--- config.mk ---
export PLATFORM = sky130hd
export DESIGN_NAME = shared_mem_arbiter
export DESIGN_NICKNAME = d
export VERILOG_FILES = /design/src/rtl/shared_mem_arbiter.sv
export SDC_FILE = /design/constraint.sdc
export NUM_CORES = 1
export LEC_CHECK = 0
export CAP_MARGIN = 20
export CORE_ASPECT_RATIO = 1.75
export CORE_MARGIN = 2
export CORE_UTILIZATION = 40
export CTS_CLUSTER_DIAMETER = 200
export CTS_CLUSTER_SIZE = 40
export DETAILED_ROUTE_END_ITERATION = 10
export HOLD_SLACK_MARGIN = 0.15
export PLACE_DENSITY = 0.88
export SLEW_MARGIN = 20
export SYNTH_ARGS = -nofsm -noshare
export SYNTH_HDL_FRONTEND = slang
export SYNTH_SLANG_ARGS = --single-unit
--- constraint.sdc ---
create_clock -name clock -period 3.3 [get_ports clock]
set_input_delay 0.33 -clock clock [delete_from_list [all_inputs] [get_ports clock]]
set_output_delay 0.33 -clock clock [all_outputs]
set_load 0.005 [all_outputs]
--- src/rtl/shared_mem_arbiter.sv ---
// Arbitrates NUM_PORTS requesters onto one single-ported memory with a registered req/gnt handshake.
// Accesses last MEM_LAT cycles; define ARB_ROUND_ROBIN_EN for round-robin, otherwise port 0 has fixed priority.
module shared_mem_arbiter #(
  parameter int NUM_PORTS = 2,
  parameter int ADDR_W    = 32,
  parameter int DATA_W    = 32,
  parameter int MEM_LAT   = 1
) (
  input  logic                        clock,
  input  logic                        reset_n,
  input  logic [NUM_PORTS-1:0]        req,
  input  logic [NUM_PORTS-1:0]        we,
  input  logic [NUM_PORTS*ADDR_W-1:0] addr,
  input  logic [NUM_PORTS*DATA_W-1:0] wdata,
  output logic [NUM_PORTS-1:0]        gnt,
  output logic [NUM_PORTS-1:0]        rvalid,
  output logic [DATA_W-1:0]           rdata,
  output logic [NUM_PORTS-1:0]        stall,
  output logic [ADDR_W-1:0]           mem_addr,
  output logic [DATA_W-1:0]           mem_wdata,
  output logic                        mem_rd,
  output logic                        mem_wr,
  input  logic [DATA_W-1:0]           mem_rdata
);

  localparam int PW = (NUM_PORTS > 2) ? $clog2(NUM_PORTS) : 1;
  localparam int CW = (MEM_LAT > 1) ? $clog2(MEM_LAT + 1) : 1;

  if (NUM_PORTS < 2 || NUM_PORTS > 8 || MEM_LAT < 1) begin : g_bad_param
    $error("shared_mem_arbiter: NUM_PORTS must be 2..8 and MEM_LAT >= 1");
  end

  typedef enum logic {IDLE, ACCESS} state_t;

  state_t               state_q;
  logic [CW-1:0]        cnt_q;
  logic [PW-1:0]        sel_q;
  logic [NUM_PORTS-1:0] rd_pend_q;
  logic [NUM_PORTS-1:0] gnt_q;
  logic [NUM_PORTS-1:0] rvalid_q;
  logic [DATA_W-1:0]    rdata_q;
  logic [ADDR_W-1:0]    mem_addr_q;
  logic [DATA_W-1:0]    mem_wdata_q;
  logic                 mem_rd_q;
  logic                 mem_wr_q;

  logic                 any_req;
  logic [PW-1:0]        win_d;
  logic [ADDR_W-1:0]    win_addr;
  logic [DATA_W-1:0]    win_wdata;
  logic                 win_we;

  assign any_req = |req;

`ifdef ARB_ROUND_ROBIN_EN
  logic [PW-1:0] rr_ptr_q;
  logic [PW-1:0] rr_ptr_d;
  logic          found;

  // Search starts at rr_ptr_q and wraps; the first requester seen wins.
  always_comb begin
    win_d = rr_ptr_q;
    found = 1'b0;
    for (int k = 0; k < NUM_PORTS; k++) begin
      if (!found && req[(int'(rr_ptr_q) + k) % NUM_PORTS]) begin
        win_d = PW'((int'(rr_ptr_q) + k) % NUM_PORTS);
        found = 1'b1;
      end
    end
    rr_ptr_d = PW'((int'(win_d) + 1) % NUM_PORTS);
  end

  always_ff @(posedge clock) begin
    if (!reset_n) begin
      rr_ptr_q <= '0;
    end else if (state_q == IDLE && any_req) begin
      rr_ptr_q <= rr_ptr_d;
    end
  end
`else
  always_comb begin
    win_d = '0;
    for (int k = NUM_PORTS - 1; k >= 0; k--) begin
      if (req[k]) win_d = PW'(k);
    end
  end
`endif

  always_comb begin
    win_addr  = addr[ADDR_W-1:0];
    win_wdata = wdata[DATA_W-1:0];
    win_we    = we[0];
    for (int k = 0; k < NUM_PORTS; k++) begin
      if (win_d == PW'(k)) begin
        win_addr  = addr[k*ADDR_W +: ADDR_W];
        win_wdata = wdata[k*DATA_W +: DATA_W];
        win_we    = we[k];
      end
    end
  end

  always_ff @(posedge clock) begin
    if (!reset_n) begin
      state_q     <= IDLE;
      cnt_q       <= '0;
      sel_q       <= '0;
      rd_pend_q   <= '0;
      gnt_q       <= '0;
      rvalid_q    <= '0;
      rdata_q     <= '0;
      mem_addr_q  <= '0;
      mem_wdata_q <= '0;
      mem_rd_q    <= 1'b0;
      mem_wr_q    <= 1'b0;
    end else begin
      gnt_q    <= '0;
      rvalid_q <= '0;
      case (state_q)
        IDLE: begin
          if (any_req) begin
            state_q            <= ACCESS;
            sel_q              <= win_d;
            mem_addr_q         <= win_addr;
            mem_wdata_q        <= win_wdata;
            mem_rd_q           <= ~win_we;
            mem_wr_q           <= win_we;
            gnt_q[win_d]       <= 1'b1;
            rd_pend_q[win_d]   <= ~win_we;
            cnt_q              <= CW'(MEM_LAT);
          end
        end
        ACCESS: begin
          cnt_q <= cnt_q - CW'(1);
          // Last access cycle: memory data is valid now, so capture it and release the bus.
          if (cnt_q == CW'(1)) begin
            state_q  <= IDLE;
            mem_rd_q <= 1'b0;
            mem_wr_q <= 1'b0;
            if (mem_rd_q) begin
              rdata_q          <= mem_rdata;
              rvalid_q[sel_q]  <= 1'b1;
              rd_pend_q[sel_q] <= 1'b0;
            end
          end
        end
        default: state_q <= IDLE;
      endcase
    end
  end

  assign gnt       = gnt_q;
  assign rvalid    = rvalid_q;
  assign rdata     = rdata_q;
  assign mem_addr  = mem_addr_q;
  assign mem_wdata = mem_wdata_q;
  assign mem_rd    = mem_rd_q;
  assign mem_wr    = mem_wr_q;
  assign stall     = (req & ~gnt_q) | (rd_pend_q & ~rvalid_q);

endmodule

==> flow_summary.json <==
{
  "max_freq_mhz": 481,
  "fin_crit_sh_pct": 63.0,
  "hold_viol_final": 0,
  "seq_area_frac_synth_pct": 50.3,
  "ys_types": 26,
  "nets": 949,
  "synth.ff_latch_count": 107,
  "synth_cells": 544,
  "wirelength_mm": 14.9,
  "track_usage_pct": 25.0,
  "hold_ws_ps": 457,
  "setup_tns_ps": 0,
  "multiInputGateArea_um2": 1800,
  "setup_viol_count_final": 0,
  "cts_made_buffers": 9,
  "slew_headroom_pct": 55.6,
  "dieHeight_um": 141,
  "fillers": 802,
  "p_seq_share_pct": 45.2,
  "postRouteAntennaNets": 0,
  "grt-ovfl-total": 0,
  "grt_max_degree": 75,
  "grt_pass1_wl_mm": 22.4,
  "synthesis.nets": 710,
  "period_needed_ps": 2080,
  "clockPowerShare_pct": 34.4,
  "syn_avg_cell_area_um2": 7.83,
  "dieArea_um2": 11500,
  "core_um2": 10300,
  "dp.final_hpwl_mm": 11.0,
  "hold_start": "rdata[11]$_SDFFE_PN0P_",
  "r2r_slack_ps": 1440,
  "path_clk_slew_ps": 70,
  "worstMarginPinSlew_ps": 666,
  "postCtsSetupBuffers": 0,
  "seqCellArea_um2": 2140,
  "hold_end": "rdata[11]$_SDFFE_PN0P_",
  "num_vias": 4796,
  "rsz0062_at_grt": "false",
  "grt_use_met3_pct": 6.44,
  "dp_slack_ps": 988,
  "worst-path-max-fanout": 7,
  "synth_top_area_cell": "dfxtp_1",
  "vdd_drop_max_mv": 0.322,
  "ff2ff_path_depth": 4,
  "diodes": 0,
  "initial_core_util_pct": 41.4,
  "synth_area_leaders": "dfxtp_1, nand2_1, a31oi_1",
  "grtUsageMet2_pct": 43.6,
  "placementRows": 49,
  "netSwitchingFraction_pct": 25.2,
  "crit_path_end_kind": "output pin",
  "critPathKind": "input port to output pin",
  "final_util_pct": 69.8,
  "gp_congestion": 0.897,
  "htree_levels": 3,
  "drt-initial-drc-count": 238,
  "drc": 0,
  "crit_arrival_ps": 1750,
  "port_buffers": 269,
  "cts_tree": "built",
  "grt_busiest_layer": "met2",
  "powerDensity_nw_per_um2": 444,
  "cts_resized": 0,
  "cts-hold-fix-buffers": 0,
  "synth_top_cell_area_share_pct": 50.3,
  "worst_slack_ps": 1220,
  "io-pin-count": 270,
  "report.final.slew_viol_count": 0,
  "firstDrtPassIters": 5,
  "numClockSinks": 107,
  "skew_ps": 7.72,
  "antenna_found_initial": 0,
  "p_switching_mw": 0.803,
  "cp_data_required_time_ps": 2970,
  "status": "finished, final reports clean",
  "clockRootBuffer": "clkbuf_16",
  "p_leak_nw": 2.70,
  "reg2reg_to": "mem_addr[9]$_SDFFE_PN0P_",
  "clockBufferDepth": 2,
  "drive_above_1_share_pct": 3.55,
  "die_x_um": 82,
  "p_int_mw": 2.39,
  "start_kind": "input port",
  "timing.rr.start": "state_q$_SDFF_PN0_",
  "yosysWarnings": 0,
  "hold_path_depth": 2,
  "hp-class": "flip-flop to flip-flop",
  "syn_to_final_growth_pct": 68.9,
  "combPwrFrac_pct": 20.5,
  "vias_per_cell": 5.24,
  "finalPower_mw": 3.19,
  "clock_latency_ps": 340,
  "global_route.usage.met1_pct": 25.4,
  "synth_area_um2": 4260,
  "grt_pass1_vias": 4711,
  "routedWlPerCell_um": 16.3,
  "cap_viol_max_count": 0
}
==> worst max-delay path by stage <==
| stage | start | endpoint | slack, ps | cells after the start |
|---|---|---|---|---|
| 6_report | req[1] | stall[1] | 1220 | 4 |
| 5_1_grt | req[1] | stall[1] | 1150 | 4 |
| 4_1_cts | req[1] | stall[1] | 1210 | 4 |
| 3_5_place_dp | req[1] | mem_addr[4]$_SDFFE_PN0P_ | 990 | 5 |
| 3_3_place_gp | req[1] | mem_addr[12]$_SDFFE_PN0P_ | 1110 | 5 |
| 2_1_floorplan | state_q$_SDFF_PN0_ | mem_addr[13]$_SDFFE_PN0P_ | 2170 | 6 |
==> worst max-delay path: stages <==
cell and delay (ps):
clkdlybuf4s50_1 620, inv_1 70, o22ai_1 200, clkdlybuf4s50_1 530
==> layout make-up <==
cell class | count | share of cell area (%)
clock buffers | 9 | 3.13
clock inverters | 7 | 1.17
inverters | 7 | 0.365
multi-input cells | 383 | 25.0
flip-flops and latches | 107 | 29.8
well taps | 127 | 2.21
repair buffers | 275 | 38.3
==> power groups by stage <==
| stage | logic [mW] | registers, mW | clock network (mW) |
|---|---|---|---|
| after global routing | 0.703 | 1.45 | 1.17 |
| after detailed placement | 0.653 | 1.47 | 0 |
| after CTS | 0.656 | 1.44 | 1.12 |
| after floorplan | 0.231 | 1.47 | 0 |
| after global placement | 0.635 | 1.46 | 0 |
| final | 0.653 | 1.44 | 1.10 |
==> cell usage in the layout, fill, tap and decap left out <==
master and count:
o211a_1 1, bufinv_16 1, nand3_2 1, a2111oi_1 1, and2b_2 1, inv_2 1, dfxtp_1 107, nand3b_1 1
clkbuf_16 9, nand2b_2 1, clkinvlp_4 1, inv_6 2, o22ai_1 2, nor2_1 3, nand2_1 195, and3_1 2
o21ba_4 1, a21oi_1 37, o21ai_1 21, and2b_1 1, a31oi_1 64, a22oi_1 1, buf_4 4, nor3b_1 2
clkdlybuf4s50_1 268, nor3_1 5, inv_1 6, buf_12 2, clkinv_4 2, buf_2 1, o21ai_0 43, inv_8 1
==> per-layer routing <==
metal,share of wire [%],vias to the layer above
met5,0,-
met4,5.9,0
met3,7.7,59
met2,52,242
met1,34,2178
li1,-,2317
==> stage by stage <==
stage / instance area (um^2) / cells
after floorplan: 4260 / 544
after global placement: 6890 / 899
after detailed placement: 6890 / 899
after CTS: 7190 / 915
after global routing: 7190 / 915
final: 7190 / 915
==> registers in the layout, summed over array words and instances, names as in the netlist <==
name / flops
rd_pend_q: 2
gnt: 2
mem_rd: 1
rdata: 32
mem_addr: 32
state_q: 1
sel_q: 1
mem_wr: 1
cnt_q: 1
rvalid: 2
mem_wdata: 32
==> cell usage after synthesis, drive strengths merged <==
cell type  instances
inv                7
o21ba              1
nand3              1
clkbuf            13
a21oi             37
buf               34
a22oi              1
o211a              1
nor3b              2
nand3b             1
a31oi             64
a2111oi            1
o22ai              2
nor3               5
nand2b             1
and2b              2
o21ai             64
dfxtp            107
nand2            195
and3               2
nor2               3
==> logic make-up (layout without fill, tap and decap cells) <==
kind of cell	after synthesis	after routing	share of synthesized area (%)
AO/OA/AOI/OAI	171	171	22.6
AND/OR/NAND/NOR	212	212	19.6
buffers and inverters	54	298	7.52
flip-flops	107	107	50.3
Power figures use the tool's default switching activity.
==> edit 1 (same flow settings) <==
Set the parameter `ADDR_W` to 40 (it was 32).
--- a/src/rtl/shared_mem_arbiter.sv
+++ b/src/rtl/shared_mem_arbiter.sv
@@ -4,3 +4,3 @@
   parameter int NUM_PORTS = 2,
-  parameter int ADDR_W    = 32,
+  parameter int ADDR_W    = 40,
   parameter int DATA_W    = 32,
Interface: changed (resized addr and mem_addr); port bits go from 270 to 294. The function was not compared with the original's and may differ.
==> edit 1 against the unedited design <==
Sequential share of layout area down 1.2 points; total power up 29%; cell area up 12%; first-iteration DRC count up 32%; sequential cell count up 8; register-to-register slack worse by 0.02 ns; worst hold slack worse by 0.0055 ns; routed wire length up 7.7%; count of clock-buffer cells in the layout up 10; critical path depth unchanged; utilization up 2.2 points; area after synthesis up 8.0%; setup slack worse by 0.054 ns; largest cell class unchanged; largest power group is now clock.
==> edit 1: results (changes against the unedited design) <==
The CTS buffer count is 17 (was 9). The clock-cell share of area is 7.48% (was 4.30%). The wire length of the first global-routing pass is 25.5 mm (was 22.4 mm). The detailed-placement wirelength estimate is 11.2 mm (was 11.0 mm). The number of flip-flops and latches in the synthesized netlist is 115 (was 107). The number of global-route vias before repair came out at 5060 (was 4711). The placer's final routability congestion estimate came to 0.873 (was 0.897).

Run status: completed (unchanged). The peak supply drop is 0.000462 V (was 0.000322 V). The number of nets in the layout came out at 1038 (was 949). The worst path arrival time came to 1.80 ns (was 1.75 ns). The final setup skew was 0.0111 ns (was 0.00772 ns).

The number of vias in the routed layout came out at 5223 (was 4796). The fraction of the yosys area taken by sequential cells came to 50.0% (was 50.3%). The power per cell area came out at 510 mW/mm2 (was 444 mW/mm2).

The number of buffers outside the clock class in the layout came out at 300 (was 275). The share of layout cells above drive strength 1 is 5.06% (was 3.55%). The number of levels in the clock H-tree came to 4 (was 3). The global router's overall resource usage came out at 25.8% (was 25.0%). The number of failing setup endpoints in the final timing report is 0 (unchanged). The destination of the worst register-to-register timing path is mem_wdata[17]$_SDFFE_PN0P_ (was mem_addr[9]$_SDFFE_PN0P_).

The number of DRC violations after detailed-routing iteration 0 came out at 314 (was 238). The worst reg-to-reg setup slack is 1.42 ns (was 1.44 ns). The worst slack on hold paths came to 0.451 ns (was 0.457 ns). The actual slew at the worst max-slew pin came out at 0.783 ns (was 0.666 ns). The full die area came to 0.0124 mm2 (was 0.0115 mm2). Cells taking the most area after synthesis: dfxtp_1 (50%), nand2_1 (17%), a31oi_1 (9.8%) (was dfxtp_1 (50%), nand2_1 (17%), a31oi_1 (9.4%)). The non-clock buffer share of cell area came out at 37.3% (was 38.3%). The multi-input combinational cell count is 415 (was 383). The leakage component of the power came out at 3.05 nW (was 2.70 nW). The family with the most delay on the worst path is buffers and inverters (unchanged).

The clock insertion delay at the later pin of the skew report is 0.41 ns (was 0.34 ns). The combined area of the multi-input logic cells came out at 0.00195 mm2 (was 0.00180 mm2). The post-detailed-route wirelength per cell is 16.1 um (was 16.3 um). The cell area reported after detailed placement was 0.00745 mm2 (was 0.00689 mm2). The number of fill cells in the layout is 775 (was 802). The net count after synthesis is 771 (was 710).

Most frequent cells after synthesis: nand2_1 (211), dfxtp_1 (115), a31oi_1 (72) (was nand2_1 (195), dfxtp_1 (107), a31oi_1 (64)). The layout clock buffer count is 19 (was 9). The sequential cell area in the final layout came to 0.00230 mm2 (was 0.00214 mm2).
-- edit 1: cell types whose count changed after synthesis, sizes merged, moves of 4 or more --
cell	unedited run	this run
nand2	195	211
dfxtp	107	115
o21ai	64	72
buf	34	38
a31oi	64	72
-- edit 1: power breakdown --
part / leakage, nW / switching, mW / total (mW) / internal [mW]
logic: 1.82 / 0.279 / 0.718 / 0.439
registers: 0.947 / 0.0552 / 1.55 / 1.50
clock network: 0.287 / 0.674 / 1.83 / 1.16
-- edit 1: through the flow --
stage	setup WS, ns	cells
2_1_floorplan	2.13	589
3_3_place_gp	1.03	969
3_5_place_dp	0.949	969
4_1_cts	1.16	1001
5_1_grt	1.10	1001
6_report	1.17	1001
-- edit 1: worst min-delay path by stage --
stage | from | end | depth (start not counted)
3_5_place_dp | rdata[10]$_SDFFE_PN0P_ | rdata[10]$_SDFFE_PN0P_ | 2
5_1_grt | rdata[0]$_SDFFE_PN0P_ | rdata[0]$_SDFFE_PN0P_ | 2
2_1_floorplan | we[0] | rd_pend_q[0]$_SDFFE_PN0P_ | 1
6_report | rdata[10]$_SDFFE_PN0P_ | rdata[10]$_SDFFE_PN0P_ | 2
4_1_cts | rdata[10]$_SDFFE_PN0P_ | rdata[10]$_SDFFE_PN0P_ | 2
3_3_place_gp | rdata[27]$_SDFFE_PN0P_ | rdata[27]$_SDFFE_PN0P_ | 2
-- edit 1: per-layer routing --
metal  vias up  GRT usage (%)  routed length [um]
li1       2542              -                   -
met1      2346           27.1                5670
met2       276           44.5                8330
met3        59           7.43                1250
met4         0           15.6                 853
met5         -              0                   0
-- edit 1: logic make-up (layout without fill, tap and decap cells) --
kind of cell,Yosys count,in the layout,share of synthesized area (%)
simple gates,228,228,19.3
buf+inv,59,339,7.83
flops,115,115,50.0
compound gates,187,187,22.8
==> edit 2 (same flow settings) <==
Without the edit above. Build with the macro `ARB_ROUND_ROBIN_EN` defined.
--- a/src/rtl/shared_mem_arbiter.sv
+++ b/src/rtl/shared_mem_arbiter.sv
@@ -2,2 +2,4 @@
 // Accesses last MEM_LAT cycles; define ARB_ROUND_ROBIN_EN for round-robin, otherwise port 0 has fixed priority.
+`define ARB_ROUND_ROBIN_EN
+
 module shared_mem_arbiter #(
Behaviour: not the same (a bounded check fails within 4 cycles, from zero or initial values and one cycle with reset_n low).
==> edit 2 against the unedited design <==
Routed wire length fell by 7.4%; combinational power fell by 11%; first-iteration DRC count fell by 41%; setup slack got worse by 0.042 ns; final cell count fell by 6.0%; area after synthesis fell by 3.6%; worst hold slack got worse by 0.019 ns; count of clock-buffer cells in the layout rose by 1; cell area fell by 0.52%; total power fell by 3.2%; via count fell by 9.7%; sequential cell count rose by 1; register-to-register slack improved by 0.16 ns; critical path type unchanged.
==> edit 2: results (changes against the unedited design) <==
Run status: completed (unchanged). The warning count from the yosys run is 0 (unchanged). The root buffer cell is clkbuf_16 (unchanged). The CTS buffer count is 9 (unchanged). The number of cells on the worst hold path came out at 2 (unchanged).

The global router's overall resource usage is 24.3% (was 25.0%). The share of layout cells above drive strength 1 is 3.82% (was 3.55%). The fraction of registers with async set/reset is 0% (unchanged).

The number of instances resized during post-cts repair is 0 (unchanged). The average instance area after synthesis was 8.67 um2 (was 7.83 um2). The number of DRC violations after detailed-routing iteration 0 is 141 (was 238). The number of cell instances on the worst register-to-register path is 4 (unchanged). The peak supply drop came out at 0.000380 V (was 0.000322 V). The fraction of the yosys area taken by sequential cells came out at 52.6% (was 50.3%). The normalized max-slew margin is 53.9% (was 55.6%). Most frequent cells after synthesis: nand2_1 (180), dfxtp_1 (108), a22oi_1 (47) (was nand2_1 (195), dfxtp_1 (107), a31oi_1 (64)). The total detailed-routing wirelength is 13.8 mm (was 14.9 mm). The worst-case clock buffer depth came to 2 (unchanged). The antenna diode count came out at 0 (unchanged). The maximum number of pins on one net before global-route repair is 68 (was 75).

The count of placed standard cells including taps is 844 (was 899). The mean number of vias per cell came out at 5.04 (was 5.24). The post-synthesis cell type count is 35 (was 26).

The total of buffers placed on input and output ports is 269 (unchanged). The worst reg-to-reg setup slack came to 1.60 ns (was 1.44 ns). The source of the worst hold timing path is mem_addr[4]$_SDFFE_PN0P_ (was rdata[11]$_SDFFE_PN0P_). The worst slack on hold paths was 0.438 ns (was 0.457 ns). The leakage component of the power came to 2.81 nW (was 2.70 nW). The sink of the worst hold path is mem_addr[4]$_SDFFE_PN0P_ (was rdata[11]$_SDFFE_PN0P_).

The final setup skew is 0.0110 ns (was 0.00772 ns). The largest fanout on the critical path came to 8 (was 7). The number of antenna violations at the first check in global routing is 0 (unchanged). The startpoint of the lowest-slack register-to-register path was state_q$_SDFF_PN0_ (unchanged). The net count after synthesis was 640 (was 710). After clock tree synthesis, the clock-pin slew on the worst setup and hold paths is roughly 0.060 ns. The path class of the lowest-slack min-delay path is reg2reg (unchanged). The number of nets in the layout is 894 (was 949).

The length of the first detailed-routing pass in iterations is 5 (unchanged). The placer's final routability congestion estimate was 0.856 (was 0.897). The filler-free cell count of the finished design is 860 (was 915).

The wire length of the first global-routing pass is 21.2 mm (was 22.4 mm). Cells taking the most area after synthesis: dfxtp_1 (53%), nand2_1 (16%), a22oi_1 (8.6%) (was dfxtp_1 (50%), nand2_1 (17%), a31oi_1 (9.4%)). The detailed-placement wirelength estimate came out at 10.8 mm (was 11.0 mm).

The number of levels in the clock H-tree came out at 3 (unchanged). The number of global-route vias before repair is 4493 (was 4711). The destination of the worst register-to-register timing path was rdata[20]$_SDFFE_PN0P_ (was mem_addr[9]$_SDFFE_PN0P_).
-- edit 2: how the worst max path moves through the flow --
| stage | slack (ns) | to | depth (start not counted) | from |
|---|---|---|---|---|
| 2_1_floorplan | 1.91 | mem_wdata[10]$_SDFFE_PN0P_ | 6 | req[1] |
| 3_3_place_gp | 1.07 | mem_addr[29]$_SDFFE_PN0P_ | 3 | req[1] |
| 3_5_place_dp | 1.12 | mem_addr[14]$_SDFFE_PN0P_ | 6 | reset_n |
| 4_1_cts | 1.19 | stall[1] | 4 | req[1] |
| 5_1_grt | 1.11 | stall[1] | 4 | req[1] |
| 6_report | 1.18 | stall[1] | 4 | req[1] |
-- edit 2: metrics by stage --
step / util [%] / setup WS [ns] / cell area (um2) / power [mW]
after floorplan: - / 1.91 / 4110 / 1.64
after global placement: 67.8 / 1.07 / 6850 / 2.03
after detailed placement: 67.8 / 1.12 / 6860 / 2.06
after CTS: 70.7 / 1.19 / 7160 / 3.12
after global routing: 70.7 / 1.11 / 7160 / 3.22
final: 70.7 / 1.18 / 7160 / 3.09
-- edit 2: critical path: stages --
cell	delay (ns)
clkdlybuf4s50_1	0.64
inv_1	0.11
o22ai_1	0.18
clkdlybuf4s50_1	0.53
-- edit 2: area by class of cell --
class | count | area, um2
fill | 751 | 2960
timing repair buffer | 276 | 2760
sequential | 108 | 2160
multi-input combinational | 327 | 1760
clock buffer | 10 | 229
tap | 127 | 159
clock inverter | 6 | 70.1
inverter | 6 | 22.5
-- edit 2: metal layers --
metal  global-route usage, %  share of wire (%)
met1                    23.5                 34
met2                    46.5                 55
met3                    6.20                8.9
met4                    10.1                2.8
met5                       0                  0
-- edit 2: cell families after synthesis --
family	after synthesis	share of synthesized area (%)
simple gates	194	18.2
flops	108	52.6
compound gates	114	19.6
mux	18	4.39
fa+ha+maj	1	0.274
buf+inv	39	4.84
-- edit 2: where the power goes --
group / internal [mW] / total (mW) / switching, mW
Clock: 0.596 / 1.07 / 0.472
Sequential: 1.39 / 1.44 / 0.0505
Combinational: 0.379 / 0.581 / 0.202
Total: 2.36 / 3.09 / 0.724
